$ cat config.mk
export PLATFORM = sky130hd
export DESIGN_NAME = vanilla_load_resp_router
export DESIGN_NICKNAME = d
export VERILOG_FILES = /design/src/rtl/bsg_vanilla_pkg.sv /design/src/rtl/vanilla_load_resp_chan.sv /design/src/rtl/vanilla_load_resp_router.sv
export SDC_FILE = /design/constraint.sdc
export NUM_CORES = 1
export LEC_CHECK = 0
export ABC_CLOCK_PERIOD_IN_PS = 3100
export CORE_AREA = 2 2 133 135
export DETAILED_ROUTE_END_ITERATION = 10
export DIE_AREA = 0 0 135 137
export SYNTH_ARGS = -nofsm -noshare
export SYNTH_HDL_FRONTEND = slang
export SYNTH_HIERARCHICAL = 1
export SYNTH_SLANG_ARGS = --single-unit
$ cat constraint.sdc
create_clock -name clk_i -period 3.1 [get_ports clk_i]
set_input_delay 0.775 -clock clk_i [delete_from_list [all_inputs] [get_ports clk_i]]
set_output_delay 0.775 -clock clk_i [all_outputs]
set_load 0.02 [all_outputs]
$ cat src/rtl/bsg_vanilla_pkg.sv
// Shared types and helpers for the vanilla tile remote-load response path.
//   vanilla_rf_chan_e : register-file channel ids used on returned_chan_id_i.
//   load_resp_s       : queue payload {reg_id, data} at the default tile geometry.
//   clog2_min1()      : ceil(log2(n)) but never below 1, for select/pointer widths.
package bsg_vanilla_pkg;

    typedef enum logic [0:0] {
        RF_CHAN_INT   = 1'b0,
        RF_CHAN_FLOAT = 1'b1
    } vanilla_rf_chan_e;

    localparam int load_resp_data_width_gp   = 32;
    localparam int load_resp_reg_id_width_gp = 5;

    typedef struct packed {
        logic [load_resp_reg_id_width_gp-1:0] reg_id;
        logic [load_resp_data_width_gp-1:0]   data;
    } load_resp_s;

    function automatic int clog2_min1(input int n);
        return (n <= 2) ? 1 : $clog2(n);
    endfunction

endpackage

$ cat src/rtl/vanilla_load_resp_chan.sv
// One register-file channel of the load response router: a circular queue of
// {reg_id, data}, an age counter on the head entry, and the sticky force
// request that asks the core to stall and write the head back.
//   clk_i, reset_n_i : clock, async active-low reset
//   enq_i            : push enq_rd_i/enq_data_i (ignored while full)
//   fifo_full_i      : endpoint returned FIFO is full
//   yumi_i           : core consumes the head this cycle
//   full_o, v_o      : queue full / head valid
//   rd_o, data_o     : head entry, driven straight from storage
//   force_o          : force-writeback request for the head
module vanilla_load_resp_chan
    import bsg_vanilla_pkg::*;
#(
    parameter int data_width_p     = 32,
    parameter int reg_addr_width_p = 5,
    parameter int els_p            = 2,
    parameter int force_age_p      = 16
) (
    input  logic                        clk_i,
    input  logic                        reset_n_i,
    input  logic                        enq_i,
    input  logic [reg_addr_width_p-1:0] enq_rd_i,
    input  logic [data_width_p-1:0]     enq_data_i,
    input  logic                        fifo_full_i,
    input  logic                        yumi_i,
    output logic                        full_o,
    output logic                        v_o,
    output logic [reg_addr_width_p-1:0] rd_o,
    output logic [data_width_p-1:0]     data_o,
    output logic                        force_o
);

    localparam int ptr_w_lp = clog2_min1(els_p);
    localparam int cnt_w_lp = $clog2(els_p + 1);
    localparam int age_w_lp = $clog2(force_age_p + 1);

    localparam logic [ptr_w_lp-1:0] last_ptr_lp = ptr_w_lp'(els_p - 1);
    localparam logic [cnt_w_lp-1:0] els_cnt_lp  = cnt_w_lp'(els_p);
    localparam logic [age_w_lp-1:0] age_max_lp  = age_w_lp'(force_age_p);

    typedef struct packed {
        logic [reg_addr_width_p-1:0] reg_id;
        logic [data_width_p-1:0]     data;
    } entry_s;

    entry_s              mem_r [els_p];
    logic [ptr_w_lp-1:0] rptr_r, wptr_r;
    logic [cnt_w_lp-1:0] count_r;
    logic [age_w_lp-1:0] age_r;
    logic                force_r;
    logic                enq, deq;

    // Depth need not be a power of two, so wrap explicitly.
    function automatic logic [ptr_w_lp-1:0] ptr_inc(input logic [ptr_w_lp-1:0] p);
        return (p == last_ptr_lp) ? '0 : p + 1'b1;
    endfunction

    assign full_o = (count_r == els_cnt_lp);
    assign v_o    = (count_r != '0);
    // Full blocks the push even when the head leaves the same cycle.
    assign enq    = enq_i & ~full_o;
    assign deq    = yumi_i & v_o;

    assign rd_o   = mem_r[rptr_r].reg_id;
    assign data_o = mem_r[rptr_r].data;

    // Age term comes from a register; fifo-full term is live; force_r keeps
    // the request up for the same head once it has been raised.
    assign force_o = v_o & ((age_r == age_max_lp) | (fifo_full_i & full_o) | force_r);

    always_ff @(posedge clk_i) begin
        if (enq) mem_r[wptr_r] <= '{reg_id: enq_rd_i, data: enq_data_i};
    end

    always_ff @(posedge clk_i or negedge reset_n_i) begin
        if (!reset_n_i) begin
            rptr_r  <= '0;
            wptr_r  <= '0;
            count_r <= '0;
            age_r   <= '0;
            force_r <= 1'b0;
        end else begin
            if (enq) wptr_r <= ptr_inc(wptr_r);
            if (deq) rptr_r <= ptr_inc(rptr_r);

            case ({enq, deq})
                2'b10:   count_r <= count_r + 1'b1;
                2'b01:   count_r <= count_r - 1'b1;
                default: ;
            endcase

            // A new head (dequeue, or first push into empty) starts fresh.
            if (deq | (enq & ~v_o))
                age_r <= '0;
            else if (v_o && age_r != age_max_lp)
                age_r <= age_r + 1'b1;

            if (deq)
                force_r <= 1'b0;
            else if (force_o)
                force_r <= 1'b1;
        end
    end

    a_yumi_needs_valid: assert property (
        @(posedge clk_i) disable iff (!reset_n_i) yumi_i |-> v_o
    );

endmodule

$ cat src/rtl/vanilla_load_resp_router.sv
// Remote-load response router for the vanilla tile. Takes returned load
// packets from the endpoint FIFO and steers each into the queue of its
// register-file channel (int, float, ...). Each channel exposes its head and a
// force request so the core can stall and write back an aged response.
//   clk_i, reset_n_i            : clock, async active-low reset
//   returned_v_i/_data_i/_reg_id_i/_chan_id_i : incoming packet
//   returned_fifo_full_i        : endpoint returned FIFO is full
//   returned_yumi_o             : packet consumed this cycle
//   resp_v_o/_rd_o/_data_o      : per-channel head (packed, channel 0 in LSBs)
//   resp_force_o                : per-channel force-writeback request
//   resp_yumi_i                 : per-channel head consumed by the core
//   err_o                       : sticky, an out-of-range channel id was seen
module vanilla_load_resp_router
    import bsg_vanilla_pkg::*;
#(
    parameter int data_width_p     = load_resp_data_width_gp,
    parameter int reg_addr_width_p = load_resp_reg_id_width_gp,
    parameter int num_chan_p       = 2,
    parameter int chan_els_p       = 2,
    parameter int force_age_p      = 16,
    localparam int chan_id_width_lp = clog2_min1(num_chan_p)
) (
    input  logic                                   clk_i,
    input  logic                                   reset_n_i,
    input  logic                                   returned_v_i,
    input  logic [data_width_p-1:0]                returned_data_i,
    input  logic [reg_addr_width_p-1:0]            returned_reg_id_i,
    input  logic [chan_id_width_lp-1:0]            returned_chan_id_i,
    input  logic                                   returned_fifo_full_i,
    output logic                                   returned_yumi_o,
    output logic [num_chan_p-1:0]                  resp_v_o,
    output logic [num_chan_p*reg_addr_width_p-1:0] resp_rd_o,
    output logic [num_chan_p*data_width_p-1:0]     resp_data_o,
    output logic [num_chan_p-1:0]                  resp_force_o,
    input  logic [num_chan_p-1:0]                  resp_yumi_i,
    output logic                                   err_o
);

    // Pad per-channel vectors out to every encodable id so the input id can
    // index them directly; ids past num_chan_p read as illegal and full.
    localparam int id_space_lp = 1 << chan_id_width_lp;
    localparam logic [id_space_lp-1:0] legal_mask_lp =
        id_space_lp'((64'd1 << num_chan_p) - 64'd1);

    logic [num_chan_p-1:0]  chan_full;
    logic [id_space_lp-1:0] full_pad;
    logic                   chan_legal;
    logic                   err_r;

    always_comb begin
        full_pad                 = '1;
        full_pad[num_chan_p-1:0] = chan_full;
    end

    assign chan_legal = legal_mask_lp[returned_chan_id_i];

    // Head-of-line: a packet whose channel is full holds up the whole input.
    assign returned_yumi_o = reset_n_i & returned_v_i & chan_legal
                           & ~full_pad[returned_chan_id_i];

    always_ff @(posedge clk_i or negedge reset_n_i) begin
        if (!reset_n_i)
            err_r <= 1'b0;
        else if (returned_v_i & ~chan_legal)
            err_r <= 1'b1;
    end

    assign err_o = err_r;

    for (genvar c = 0; c < num_chan_p; c++) begin : g_chan
        logic enq;
        assign enq = returned_yumi_o
                   & (returned_chan_id_i == chan_id_width_lp'(c));

        vanilla_load_resp_chan #(
            .data_width_p     (data_width_p),
            .reg_addr_width_p (reg_addr_width_p),
            .els_p            (chan_els_p),
            .force_age_p      (force_age_p)
        ) u_chan (
            .clk_i       (clk_i),
            .reset_n_i   (reset_n_i),
            .enq_i       (enq),
            .enq_rd_i    (returned_reg_id_i),
            .enq_data_i  (returned_data_i),
            .fifo_full_i (returned_fifo_full_i),
            .yumi_i      (resp_yumi_i[c]),
            .full_o      (chan_full[c]),
            .v_o         (resp_v_o[c]),
            .rd_o        (resp_rd_o[c*reg_addr_width_p +: reg_addr_width_p]),
            .data_o      (resp_data_o[c*data_width_p +: data_width_p]),
            .force_o     (resp_force_o[c])
        );
    end

endmodule

==> summary.txt <==
Status
  • Status: finished clean

Min path
  • Hold path startpoint: g_chan[0].u_chan/wptr_r$_DFFE_PN0P_
  • Worst Hold Class: reg -> reg
  • Worst Hold Path EP: g_chan[0].u_chan/wptr_r$_DFFE_PN0P_
  • Worst hold stages: 1

Clocking
  • H-tree depth: 4
  • Clock latency on the worst-skew pair: 0.42 ns
  • Post-cts hold buffer count: 0
  • Setup repair bufs after CTS: 0
  • Clock Tree Buf Depth: 2
  • Total clock sinks: 168
  • Post-CTS sizing: 0
  • CTS root buf: clkbuf_16
  • CTS buffer count: 17
  • TritonCTS clock tree: yes
  • Clk pin slew, worst setup/hold paths: 0.07 ns

Global routing
  • GR Overflow Total: 0
  • Initial antenna violation count: 0
  • First-pass GRT wire length: 19400 um
  • Gr usage total: 14.2%
  • Vias in the first global route: 3529
  • Pin count of the biggest net entering global routing: 38

STA
  • Endpoints failing hold: 0
  • Fin Setup TNS: 0 ns
  • # setup viols final: 0
  • Final min period: 2.96 ns
  • PnR worst setup slack: 0.139 ns
  • RSZ-0062 raised after global routing: false
  • Fin crit share: 95.5%
  • Final setup skew: 0.00888 ns
  • Final slew viol count: 0
  • F_max: 0.338 GHz

Final layout
  • Layout cells sized above 1: 23.3%
  • Synth-to-layout area growth: 33.5%
  • Antenna diode count: 0
  • Fin area: 8710 sq um
  • Post-route insts no fill: 723
  • Final-stage net count: 535

Floorplanning
  • Initial Util: 38.2%
  • Die height: 137 um
  • I/O Pins: 124
  • Row cnt: 48
  • Core region area: 17100 sq um
  • Die area: 18500 sq um
  • Chip width: 135 um

Detailed routing
  • Vias/cell: 4.75
  • DR WL/cell: 17.7 um
  • DR pass1 iterations: 4
  • Post-Route WL: 12800 um
  • Post-detailed-route count of antenna-violating nets: 0
  • Vias: 3434
  • 1st-iter DRT viols: 155
  • Drc violations: 0

Placement
  • Dpl cells: 691
  • Hpwl dp: 8070 um
  • DP Area: 8120 sq um
  • Dpl ws: 0.0611 ns
  • GP Congestion: 0.751
  • Number of port buffers: 122

Critical path
  • Bufs and invs on worst path: 3
  • CP top delay family: buffers and inverters
  • CP max-delay cell: clkdlybuf4s50_1
  • Startpoint Class: input port
  • Worst path required time: 2.32 ns
  • RR Endpoint: g_chan[0].u_chan/count_r[1]$_DFFE_PN0P_
  • CP Launch Point: returned_fifo_full_i
  • R2R Setup Slk: 1.00 ns
  • Worst EP arrival: 2.19 ns
  • Critical Path End Type: output port
  • Crit path max fanout: 2
  • Crit-path max cell delay: 0.60 ns
  • Setup CP Type: in -> out
  • R2R depth: 8
  • Cell Chain, Critical Path: clkdlybuf4s50_1 -> inv_1 -> o21ai_1 -> o21a_1 -> clkdlybuf4s50_1
  • Reg-to-reg critical path startpoint: g_chan[0].u_chan/count_r[0]$_DFFE_PN0P_
  • Most common cell on crit path: clkdlybuf4s50_1

Synthesis
  • Syn nets: 395
  • Number of synthesized flops with an enable pin: 148
  • Most area-consuming cells after synthesis: edfxtp_1, mux2_2, dfrtp_1
  • Top_reg_cell synth: edfxtp_1
  • Mapped Cells: 345
  • Synth unique cells: 36
  • Area leader, netlist: edfxtp_1
  • Synthesized area: 6520 sq um
  • Post-synth ARST share: 11.9%
  • Ys Warns: 6
  • Sequential area share after synthesis: 75.8%
  • Synth top area share: 68.1%
  • Yosys reg bits: 168
  • Avg Inst Size Synth: 18.9 sq um

Run
  • Maxcap violations: 0

Power
  • P per Cell Area: 851 nW/um^2
  • Pleak: 3.00 nW
  • Worst VDD drop: 403 uV
==> kinds of logic after synthesis <==
group,after synthesis,share of synthesized area (%)
AO/OA/AOI/OAI,23,2.61
XOR/XNOR,14,1.88
adder cells (fa/ha/maj),6,1.15
buffers and inverters,21,1.80
flip-flops,168,75.8
multiplexers,76,13.1
other,1,0.0575
AND/OR/NAND/NOR,36,3.59
==> cell type report <==
| cell class | count | area (sq um) |
|---|---|---|
| multi-input cells | 156 | 1480 |
| well taps | 225 | 282 |
| inverters | 10 | 37.5 |
| fillers | 1413 | 8350 |
| repair buffers | 132 | 1370 |
| clock inverters | 15 | 169 |
| clock buffers | 17 | 425 |
| flip-flops and latches | 168 | 4950 |
==> cell usage after synthesis, drive strengths merged, types with 2 or more instances <==
master / n
xor2: 6
mux2: 76
nand2: 7
edfxtp: 148
xnor2: 8
or3: 2
ha: 6
nor2b: 5
nand2b: 2
nor2: 4
nand4bb: 2
o21bai: 2
inv: 10
or2: 2
a22o: 4
and2: 2
nor3: 3
dfrtp: 20
o21ai: 12
o21a: 2
buf: 11
nand3: 4
a31o: 2
and3: 2
==> where the power goes <==
part | switching [mW] | internal [mW] | total [mW]
Combinational | 1.21 | 1.23 | 2.44
Sequential | 0.169 | 2.71 | 2.88
Clock | 0.885 | 1.21 | 2.09
==> state kept, by name, indices dropped and copies added (netlist names) <==
| name | cells |
|---|---|
| g_chan.u_chan/count_r | 4 |
| g_chan.u_chan/age_r | 10 |
| g_chan.u_chan/mem_r | 148 |
| g_chan.u_chan/wptr_r | 2 |
| g_chan.u_chan/rptr_r | 2 |
| g_chan.u_chan/force_r | 2 |
==> placed cells by master, fill, tap and decap left out, types with 5 or more instances in the layout <==
cell,instances
edfxtp_1,148
mux2_2,56
clkdlybuf4s50_1,122
xor2_1,6
mux2_1,20
inv_1,10
buf_12,6
nand2_1,6
ha_1,6
clkbuf_16,17
dfrtp_1,18
nor2b_1,5
xnor2_1,8
o21ai_1,8
==> metrics by stage <==
stage               total power, mW  util (%)  hold WS, ns
global route                   7.77      51.1        0.564
detailed placement             5.40      47.6        0.530
global placement               5.36      47.6        0.524
floorplan                      4.36         -        0.479
finish                         7.41      51.1        0.543
CTS                            7.52      51.1        0.545
==> worst reg2reg max path: cells and delay by family, from the launching register on <==
kind	cells	cell delay [ns]
DFF	1	0.52
xor gates and xnor gates	2	0.30
adders and majority gates	1	0.27
buffers and inverters	1	0.06
and+or+nand+nor	4	0.88
==> worst max path at each step <==
stage,endpoint,slack (ns),cells past startpoint
4_1_cts,resp_force_o[0],0.06,5
3_3_place_gp,resp_force_o[0],0.10,5
5_1_grt,resp_force_o[0],0.01,6
6_report,resp_force_o[0],0.14,5
3_5_place_dp,resp_force_o[0],0.06,5
2_1_floorplan,g_chan[0].u_chan/mem_r[0][0]$_DFFE_PP_,0.44,4
==> routing by layer <==
layer / vias to the layer above / routed length, um / track usage [%] / part of all wire, %
met3: 13 / 651 / 3.70 / 5.1
met4: 0 / 157 / 4.86 / 1.2
met5: - / 0 / 0 / 0
met2: 88 / 6010 / 22.4 / 47
met1: 1735 / 5990 / 19.3 / 47
li1: 1598 / - / - / -
Power figures use the tool's default switching activity.
